--- src/rtl/imem_loader_if.sv ---
// imem_loader_if: byte-stream input handshake plus instruction-memory write
// port and boot status, bundled between the host link and the loader.
// master: the side feeding bytes and observing the loader.
// slave:  the loader itself.
interface imem_loader_if;
    logic        in_valid;
    logic [7:0]  in_data;
    logic        in_ready;
    logic        mem_we;
    logic [31:0] mem_addr;
    logic [31:0] mem_wdata;
    logic        cpu_rst;
    logic        done;
    logic        err;
    logic [15:0] words;

    modport master (
        output in_valid,
        output in_data,
        input  in_ready,
        input  mem_we,
        input  mem_addr,
        input  mem_wdata,
        input  cpu_rst,
        input  done,
        input  err,
        input  words
    );

    modport slave (
        input  in_valid,
        input  in_data,
        output in_ready,
        output mem_we,
        output mem_addr,
        output mem_wdata,
        output cpu_rst,
        output done,
        output err,
        output words
    );
endinterface

--- src/rtl/imem_loader.sv ---
// imem_loader: boot-time instruction memory writer.
// Parses frames of the form SYNC, LEN_LO, LEN_HI, 4*N data bytes (LSB first
// per word), assembles 32-bit words and writes them to consecutive word
// addresses starting at BASE_ADDR. The CPU is held in reset (cpu_rst low)
// until a full image has been written.
// Optional feature macro: IMEM_LOADER_CHECKSUM_EN -- when defined, a CSUM
// byte follows the data and must equal the XOR of all data bytes.
// All outputs are registered; nothing combinational reaches an output from
// in_data.
module imem_loader #(
    parameter int unsigned DEPTH     = 1024,
    parameter logic [31:0] BASE_ADDR = 32'h0,
    parameter logic [7:0]  SYNC      = 8'hA5
) (
    input  logic         clk,
    input  logic         rst,
    imem_loader_if.slave bus
);

    typedef enum logic [2:0] {
        IDLE,
        LEN0,
        LEN1,
        DATA,
        WRITE,
`ifdef IMEM_LOADER_CHECKSUM_EN
        CSUM,
`endif
        DONE,
        ERR
    } state_t;

    // State entered once the last data word has been written (or N = 0).
`ifdef IMEM_LOADER_CHECKSUM_EN
    localparam state_t LOAD_END = CSUM;
`else
    localparam state_t LOAD_END = DONE;
`endif

    // DEPTH widened by one bit so N = 65535 and DEPTH compare without wrap.
    localparam logic [16:0] DEPTH_W = 17'(DEPTH);

    state_t      state_reg,    state_next;
    logic [7:0]  len_lo_reg,   len_lo_next;
    logic [15:0] len_reg,      len_next;
    logic [1:0]  byte_cnt_reg, byte_cnt_next;
    logic [15:0] words_reg,    words_next;
    logic [31:0] mem_addr_reg, mem_addr_next;
    logic [31:0] mem_wdata_reg;
    logic [31:0] wdata_next;
    logic        mem_we_reg,   mem_we_next;
    logic        in_ready_reg, in_ready_next;
    logic        cpu_rst_reg,  cpu_rst_next;
    logic        done_reg,     done_next;
    logic        err_reg,      err_next;
`ifdef IMEM_LOADER_CHECKSUM_EN
    logic [7:0]  csum_reg,     csum_next;
`endif

    // Handshake decode; acceptance depends only on registered in_ready.
    logic        accept;
    logic        sync_seen;
    logic        data_accept;
    logic [15:0] len_full;
    logic [16:0] words_inc;
    logic [16:0] word_idx;
    logic [31:0] write_addr;

    assign accept      = bus.in_valid && in_ready_reg;
    assign sync_seen   = accept && (bus.in_data == SYNC);
    assign data_accept = accept && (state_reg == DATA);
    assign len_full    = {bus.in_data, len_lo_reg};
    assign words_inc   = {1'b0, words_reg} + 17'd1;

    // Clamp the word index so the write address can never pass the last
    // word of the memory, even if the count has saturated.
    assign word_idx   = ({1'b0, words_reg} >= DEPTH_W) ? (DEPTH_W - 17'd1)
                                                       : {1'b0, words_reg};
    assign write_addr = BASE_ADDR + {13'd0, word_idx, 2'b00};

    // Byte lanes: the byte counter selects which lane of the word under
    // assembly takes the incoming data byte; other lanes hold.
    for (genvar gi = 0; gi < 4; gi++) begin : g_lane
        assign wdata_next[8*gi +: 8] =
            (data_accept && (byte_cnt_reg == 2'(gi))) ? bus.in_data
                                                      : mem_wdata_reg[8*gi +: 8];
    end

    // Next-state and next-output logic for the frame parser.
    always_comb begin
        state_next    = state_reg;
        len_lo_next   = len_lo_reg;
        len_next      = len_reg;
        byte_cnt_next = byte_cnt_reg;
        words_next    = words_reg;
        mem_addr_next = mem_addr_reg;
`ifdef IMEM_LOADER_CHECKSUM_EN
        csum_next     = csum_reg;
`endif

        case (state_reg)
            // Hunt for a frame start; anything else is dropped. DONE and
            // ERR share this: only SYNC starts a new load from them.
            IDLE, DONE, ERR: begin
                if (sync_seen) begin
                    state_next = LEN0;
                    words_next = '0;
`ifdef IMEM_LOADER_CHECKSUM_EN
                    csum_next  = '0;
`endif
                end
            end

            LEN0: begin
                if (accept) begin
                    len_lo_next = bus.in_data;
                    state_next  = LEN1;
                end
            end

            LEN1: begin
                if (accept) begin
                    len_next      = len_full;
                    byte_cnt_next = '0;
                    if ({1'b0, len_full} > DEPTH_W) begin
                        state_next = ERR;
                    end else if (len_full == 16'd0) begin
                        state_next = LOAD_END;
                    end else begin
                        state_next = DATA;
                    end
                end
            end

            DATA: begin
                if (accept) begin
                    byte_cnt_next = byte_cnt_reg + 2'd1;
`ifdef IMEM_LOADER_CHECKSUM_EN
                    csum_next     = csum_reg ^ bus.in_data;
`endif
                    if (byte_cnt_reg == 2'd3) begin
                        state_next    = WRITE;
                        mem_addr_next = write_addr;
                    end
                end
            end

            // One-cycle write strobe; the count advances as it ends.
            WRITE: begin
                if ({1'b0, words_reg} < DEPTH_W) begin
                    words_next = words_inc[15:0];
                end
                if (words_inc < {1'b0, len_reg}) begin
                    state_next = DATA;
                end else begin
                    state_next = LOAD_END;
                end
            end

`ifdef IMEM_LOADER_CHECKSUM_EN
            CSUM: begin
                if (accept) begin
                    state_next = (bus.in_data == csum_reg) ? DONE : ERR;
                end
            end
`endif

            default: begin
                state_next = IDLE;
            end
        endcase

        // Registered outputs follow the state being entered, so each one is
        // valid for exactly the cycle that state occupies.
        mem_we_next   = (state_next == WRITE);
        in_ready_next = (state_next != WRITE);
        cpu_rst_next  = (state_next == DONE);
        done_next     = (state_next == DONE);
        err_next      = (state_next == ERR);
    end

    // State and output registers with synchronous active-low reset.
    always_ff @(posedge clk) begin
        if (!rst) begin
            state_reg     <= IDLE;
            len_lo_reg    <= '0;
            len_reg       <= '0;
            byte_cnt_reg  <= '0;
            words_reg     <= '0;
            mem_addr_reg  <= BASE_ADDR;
            mem_wdata_reg <= '0;
            mem_we_reg    <= 1'b0;
            in_ready_reg  <= 1'b0;
            cpu_rst_reg   <= 1'b0;
            done_reg      <= 1'b0;
            err_reg       <= 1'b0;
`ifdef IMEM_LOADER_CHECKSUM_EN
            csum_reg      <= '0;
`endif
        end else begin
            state_reg     <= state_next;
            len_lo_reg    <= len_lo_next;
            len_reg       <= len_next;
            byte_cnt_reg  <= byte_cnt_next;
            words_reg     <= words_next;
            mem_addr_reg  <= mem_addr_next;
            mem_wdata_reg <= wdata_next;
            mem_we_reg    <= mem_we_next;
            in_ready_reg  <= in_ready_next;
            cpu_rst_reg   <= cpu_rst_next;
            done_reg      <= done_next;
            err_reg       <= err_next;
`ifdef IMEM_LOADER_CHECKSUM_EN
            csum_reg      <= csum_next;
`endif
        end
    end

    assign bus.in_ready  = in_ready_reg;
    assign bus.mem_we    = mem_we_reg;
    assign bus.mem_addr  = mem_addr_reg;
    assign bus.mem_wdata = mem_wdata_reg;
    assign bus.cpu_rst   = cpu_rst_reg;
    assign bus.done      = done_reg;
    assign bus.err       = err_reg;
    assign bus.words     = words_reg;

endmodule

--- src/flat_wrapper.sv ---
// flat-port wrapper written by rule: the top's interface ports become plain ports
module imem_loader_flat 
#(
    parameter int unsigned DEPTH     = 1024,
    parameter logic [31:0] BASE_ADDR = 32'h0,
    parameter logic [7:0]  SYNC      = 8'hA5
)
  (clk, rst, bus_in_valid, bus_in_data, bus_in_ready, bus_mem_we, bus_mem_addr, bus_mem_wdata, bus_cpu_rst, bus_done, bus_err, bus_words);
  imem_loader_if bus_i ();
  input  logic clk;
  input  logic rst;
  input wire logic [$bits(bus_i.in_valid)-1:0] bus_in_valid;
  input wire logic [$bits(bus_i.in_data)-1:0] bus_in_data;
  output wire logic [$bits(bus_i.in_ready)-1:0] bus_in_ready;
  output wire logic [$bits(bus_i.mem_we)-1:0] bus_mem_we;
  output wire logic [$bits(bus_i.mem_addr)-1:0] bus_mem_addr;
  output wire logic [$bits(bus_i.mem_wdata)-1:0] bus_mem_wdata;
  output wire logic [$bits(bus_i.cpu_rst)-1:0] bus_cpu_rst;
  output wire logic [$bits(bus_i.done)-1:0] bus_done;
  output wire logic [$bits(bus_i.err)-1:0] bus_err;
  output wire logic [$bits(bus_i.words)-1:0] bus_words;
  assign bus_i.in_valid = bus_in_valid;
  assign bus_i.in_data = bus_in_data;
  assign bus_in_ready = bus_i.in_ready;
  assign bus_mem_we = bus_i.mem_we;
  assign bus_mem_addr = bus_i.mem_addr;
  assign bus_mem_wdata = bus_i.mem_wdata;
  assign bus_cpu_rst = bus_i.cpu_rst;
  assign bus_done = bus_i.done;
  assign bus_err = bus_i.err;
  assign bus_words = bus_i.words;
  imem_loader #(.DEPTH(DEPTH), .BASE_ADDR(BASE_ADDR), .SYNC(SYNC)) u_core (.clk(clk), .rst(rst), .bus(bus_i));
endmodule
--- config.mk ---
export PLATFORM = sky130hd
export DESIGN_NAME = imem_loader_flat
export DESIGN_NICKNAME = d
export VERILOG_FILES = /design/src/rtl/imem_loader_if.sv /design/src/rtl/imem_loader.sv /design/src/flat_wrapper.sv
export SDC_FILE = /design/constraint.sdc
export NUM_CORES = 1
export LEC_CHECK = 0
export CAP_MARGIN = 0
export CORE_ASPECT_RATIO = 0.7
export CORE_UTILIZATION = 50
export DETAILED_ROUTE_END_ITERATION = 10
export GPL_TIMING_DRIVEN = 0
export PLACE_DENSITY = 0.87
export SETUP_SLACK_MARGIN = 0.05
export SLEW_MARGIN = 20
export SYNTH_ARGS = -nofsm -noshare
export SYNTH_HDL_FRONTEND = slang
export SYNTH_SLANG_ARGS = --single-unit
--- constraint.sdc ---
create_clock -name clk -period 5.09 [get_ports clk]
set_input_delay 0.7635 -clock clk [delete_from_list [all_inputs] [get_ports clk]]
set_output_delay 0.7635 -clock clk [all_outputs]
set_load 0.05 [all_outputs]
Yosys cells after proc, flatten, opt, wreduce, memory -nomap -nowiden
Cells that the tools add are included.
W data, S select, Z words.
- $add $sub $neg: 2
- magnitude comparators: 4
- equality and inequality tests: 18
- muxes and demuxes: 16
- reductions and logical operators: 18
- operator list (kind ; number):
    $mux W16 ; 3
    $pmux W16 S2 ; 1
    $mux W3 ; 8
    $eq A3 B3 Y1 const B ; 6
    $add A16 B1 Y17 const B ; 1
    $lt A17 B16 Y1 ; 1
    $ge A16 B11 Y1 const B ; 1
    $gt A16 B11 Y1 const B ; 1
    $logic_not A16 Y1 ; 1
    $lt A16 B11 Y1 const B ; 1
    $pmux W3 S5 ; 1
    $reduce_and A3 Y1 ; 3
    $eq A8 B8 Y1 const B ; 1
    $ne A2 B1 Y1 const B ; 4
    $logic_and A1 B1 Y1 ; 7
    $eq A3 B2 Y1 const B ; 2
    $eq A2 B2 Y1 const B ; 2
    $mux W2 ; 2
    $pmux W2 S2 ; 1
    $reduce_and A2 Y1 ; 2
    $reduce_bool A2 Y1 ; 2
    $eq A3 B1 Y1 const B ; 1
    $logic_not A3 Y1 ; 1
    $ne A3 B3 Y1 const B ; 1
    other kinds (4) ; 4
- flip-flop bits (word level): 98
- input port bits: 11
- output and inout bits: 85
- word-level logic and storage cells: 72

Logic depth before layout (Yosys ltp)
- depth in word-level cells: 6
- mapped depth: 14
- gate-level depth less buffers: 14

Worst setup path after synthesis
OpenSTA, ideal clock, no wires.
- path type: register to register
- start: register u_core.words_reg[0], in the netlist u_core.bus.words[0]
- end: register u_core.mem_we_reg, in the netlist u_core.bus.mem_we
- library setup time: 0.087 ns
- arrival: 3.505 ns
- required time: 5.003 ns
- setup slack: 1.498 ns
- stages on the path, launching flop included: 13
- path buffers: 0
- clock period less this slack: 3.592 ns
- cell sequence: dfxtp_1 > ha_1 > nand3_1 > nor2_1 > and3_1 > and3_1 > nand3_1 > xnor2_1 > ha_1 > nand3_1 > a311oi_1 > o31ai_1 > nor4b_2
- cells in the longest elaborated chain, start to end: 5
- ends and longest elaborated chain (what ; RTL line ; text):
    from (decl) ; imem_loader.sv:47 ; logic [15:0] words_reg, words_next;
    from (signal assigned) ; imem_loader.sv:205 ; words_reg <= words_next;
    $add A16 B1 Y17 ; imem_loader.sv:73 ; assign words_inc = {1'b0, words_reg} + 17'd1;
    $lt A17 B16 Y1 ; imem_loader.sv:153 ; if (words_inc < {1'b0, len_reg}) begin
    $mux W3 ; imem_loader.sv:153 ;
    $pmux W3 S5 ; imem_loader.sv:101 ; case (state_reg)
    $eq A3 B3 Y1 ; imem_loader.sv:175 ; mem_we_next = (state_next == WRITE);
    to (signal assigned) ; imem_loader.sv:208 ; mem_we_reg <= mem_we_next;
    to (decl) ; imem_loader.sv:51 ; logic mem_we_reg, mem_we_next;
No other way between the ends.
A chain may end at the register's enable or synchronous reset.

Worst setup path in the final report
Ends and elaborated chain as after synthesis.

==> results by group <==
Cells and area
  • Filler-free cell count of the finished design: 770
  • Most frequent cells in the layout: dfxtp_1 (97), nand2_1 (94), clkdlybuf4s50_1 (74)
  • Share of layout cells above drive strength 1: 9.29%
  • Max reg flops: 32
  • Area delta synth->final: 27.3%
  • Nets@finish: 673
  • Antenna cell count: 0
  • Most common cell after layout, fill and taps aside: dfxtp_1
  • Util after Layout: 65.7%

Timing
  • Fin crit period: 3.98 ns
  • Worst slew pin tran: 1.06 ns
  • Total negative slack: 0 ns
  • Worst Skew: 0.00519 ns
  • Slew Limit Fails: 0
  • RSZ-0062 raised after global routing: false
  • Min Hold Slack: 0.466 ns
  • Fin. Hold Viols: 0
  • Post-route clock period utilization: 78.2%
  • Setup-failing EPs final: 0
  • Max Clk Rate: 251 MHz
  • Max transition margin: 29.1%

Critical path
  • Max incr delay on CP: 0.70 ns
  • Slowest cell on crit path: a311oi_1
  • Startpoint types: flop
  • Crit Reg-Reg Startpoint: u_core.bus.words[0]$_SDFFE_PN0P_
  • CP Capture Type: flop
  • Crit path cell chain: ha_1, nand3_1, nor2_1, and3_1, and3_1, nand3_1, xnor2_1, ha_1, nand3_1, a311oi_1, o31ai_1, nor4b_2
  • Req. time, crit path: 5.34 ns
  • Critical Path AT: 4.23 ns
  • Critical path class: reg2reg
  • Most used cell, CP: nand3_1
  • Maximum fanout along the worst path: 9
  • Worst reg2reg endpoint: u_core.bus.mem_we$_SDFF_PN0_
  • R2r worst-path depth: 12
  • R2R Setup Slk: 1.11 ns

Die
  • Die ar.: 9790 um^2
  • I/O pin cnt: 96
  • Core area: 9110 um^2
  • Die X: 118 um
  • Rows: 29
  • Die height: 83.1 um
  • Initial Util: 51.6%

Placement
  • Placer congestion estimate: 0.874
  • Post-DP HPWL: 8870 um
  • I/O Buffers: 74
  • Inst Count DP: 754

Power
  • Comb pwr share: 5.0%
  • Worst vdd ir: 155 uV
  • Internal power: 1240 uW
  • Switching portion of total power: 21.9%
  • P_leak: 0.00222 uW
  • Psw: 347 uW
  • Power per cell area: 265 nW/um^2
  • Total power: 1590 uW
  • Seq pwr share: 47.9%
  • Clock power share: 47.1%

Synth
  • Sequential fraction of the synthesis area: 41.3%
  • Synthesized instance count: 541
  • Synth Warn #: 0
  • Primary FF master, synth: dfxtp_1
  • Async S/R FF share, synth: 0%
  • Number of flops mapped to enable cells by yosys: 0
  • Syn Area/Cell: 8.68 um^2
  • Mapped Area: 4700 um^2
  • Synth unique cells: 54
  • Flops & latches, synth: 97

Global route
  • Vias in the first global route: 4042
  • Largest net degree at the start of global routing: 16
  • Global-route wire length before repair: 19600 um
  • Initial antenna violation count: 0
  • Overall routing resource usage: 25.1%
  • Grt total ovfl: 0

Clocking
  • TritonCTS clock tree: built
  • Post-CTS Resized: 0
  • Clk sink count: 97
  • Clock transition at the registers of the reported paths: 0.06 ns
  • Postcts setup bufs: 0
  • H-tree depth: 3
  • Clock latency on the worst-skew pair: 0.35 ns
  • CTS buffer count: 9
  • Clock Tree Buf Depth: 2
  • Root buf cell: clkbuf_16
  • CTS Hold Bufs: 0

Route
  • DR pass1 iterations: 7
  • WL met3: 938 um
  • DRT iter0 DRCs: 417
  • Routed wl met2: 5580 um
  • Max layer used: met4
  • DRC violations left: 0
  • Routed vias: 4254
  • WL final: 12200 um
  • Detail-routed net length per standard cell: 15.9 um
  • Via/cell ratio: 5.52
  • Wl on met1: 5450 um
  • Remaining antenna violation count: 0

Min path
  • Hold Path End: u_core.bus.mem_wdata[8]$_SDFFE_PN0P_
  • HP Start: u_core.bus.mem_wdata[8]$_SDFFE_PN0P_
  • HP Class: reg2reg
  • Worst hold path depth: 2

Status
  • Status: finished, final reports clean

Flow run
  • Maxcap violations: 0
[synth_stat cells, drive strengths merged, types with 2 or more instances]
cell	count	area [um^2]
dfxtp	97	1940
nand2	95	359
a21boi	58	435
nand3	36	180
clkbuf	26	98.8
buf	25	171
inv	23	86.3
ha	21	263
and3	17	106
nor2	15	56.3
nor2b	13	81.3
o21ai	12	63.8
o221a	10	113
xor2	9	78.8
mux2i	8	80.1
nor3	8	55.1
a21oi	7	35.0
xnor2	7	61.3
nand4	6	37.5
or3	6	47.5
and2	5	31.3
nand3b	5	37.5
nor4	4	40.0
a21o	3	22.5
a31oi	3	18.8
o31ai	3	22.5
nand2b	2	12.5
o31a	2	17.5
or4	2	15.0
[kinds of logic after synthesis]
logic type / Yosys count / share of synthesized area [%]
DFF: 97 / 41.3
adders and majority gates: 21 / 5.59
other: 1 / 0.0798
AOI/OAI and AO/OA: 107 / 17.5
buffers and inverters: 74 / 7.59
and+or+nand+nor: 217 / 23.2
xor gates and xnor gates: 16 / 2.98
muxes: 8 / 1.70
[worst max path at each step]
stage	startpoint	endpoint	slack, ns
5_1_grt	u_core.bus.words[0]$_SDFFE_PN0P_	u_core.bus.mem_we$_SDFF_PN0_	0.86
3_5_place_dp	u_core.bus.words[0]$_SDFFE_PN0P_	u_core.bus.mem_we$_SDFF_PN0_	1.22
6_report	u_core.bus.words[0]$_SDFFE_PN0P_	u_core.bus.mem_we$_SDFF_PN0_	1.11
4_1_cts	u_core.bus.words[0]$_SDFFE_PN0P_	u_core.bus.mem_we$_SDFF_PN0_	1.16
2_1_floorplan	u_core.bus.words[0]$_SDFFE_PN0P_	u_core.bus.mem_we$_SDFF_PN0_	1.50
3_3_place_gp	u_core.bus.words[0]$_SDFFE_PN0P_	u_core.bus.mem_we$_SDFF_PN0_	1.31
[metrics by stage]
| stage | instance area [um^2] | worst slack [ns] |
|---|---|---|
| 2_1_floorplan | 4750 | 1.50 |
| 3_3_place_gp | 5650 | 1.31 |
| 3_5_place_dp | 5650 | 1.22 |
| 4_1_cts | 5980 | 1.16 |
| 5_1_grt | 5980 | 0.861 |
| 6_report | 5980 | 1.11 |
[metal layers]
layer | global-route usage (%) | vias to the layer above
li1 | - | 2024
met1 | 33.1 | 2007
met2 | 40.6 | 200
met3 | 5.63 | 23
met4 | 8.51 | 0
met5 | 0 | -
[power groups by stage]
stage                     Combinational [uW]  Clock (uW)  Sequential, uW
after floorplan                         59.2           0             778
after global placement                  77.8           0             777
after detailed placement                78.3           0             777
after CTS                               78.7         752             760
after global routing                    83.4         781             759
final                                   80.1         747             760
[layout make-up]
| cell class | count | area [um^2] |
|---|---|---|
| Fill cell | 719 | 3130 |
| Multi-Input combinational cell | 385 | 2460 |
| Sequential cell | 97 | 1940 |
| Timing Repair Buffer | 74 | 741 |
| Buffer | 51 | 270 |
| Clock buffer | 11 | 253 |
| Tap cell | 124 | 155 |
| Inverter | 23 | 86.3 |
| Clock inverter | 5 | 77.6 |
[worst max-delay path: cells and delay by family (launching register included)]
kind / cells / cell delay (ns)
AND/OR/NAND/NOR: 7 / 1.70
AO/OA/AOI/OAI: 2 / 0.95
adder cells (fa/ha/maj): 2 / 0.59
flip-flops: 1 / 0.49
XOR/XNOR: 1 / 0.15
Note: power is estimated with default switching activity, not from simulation.
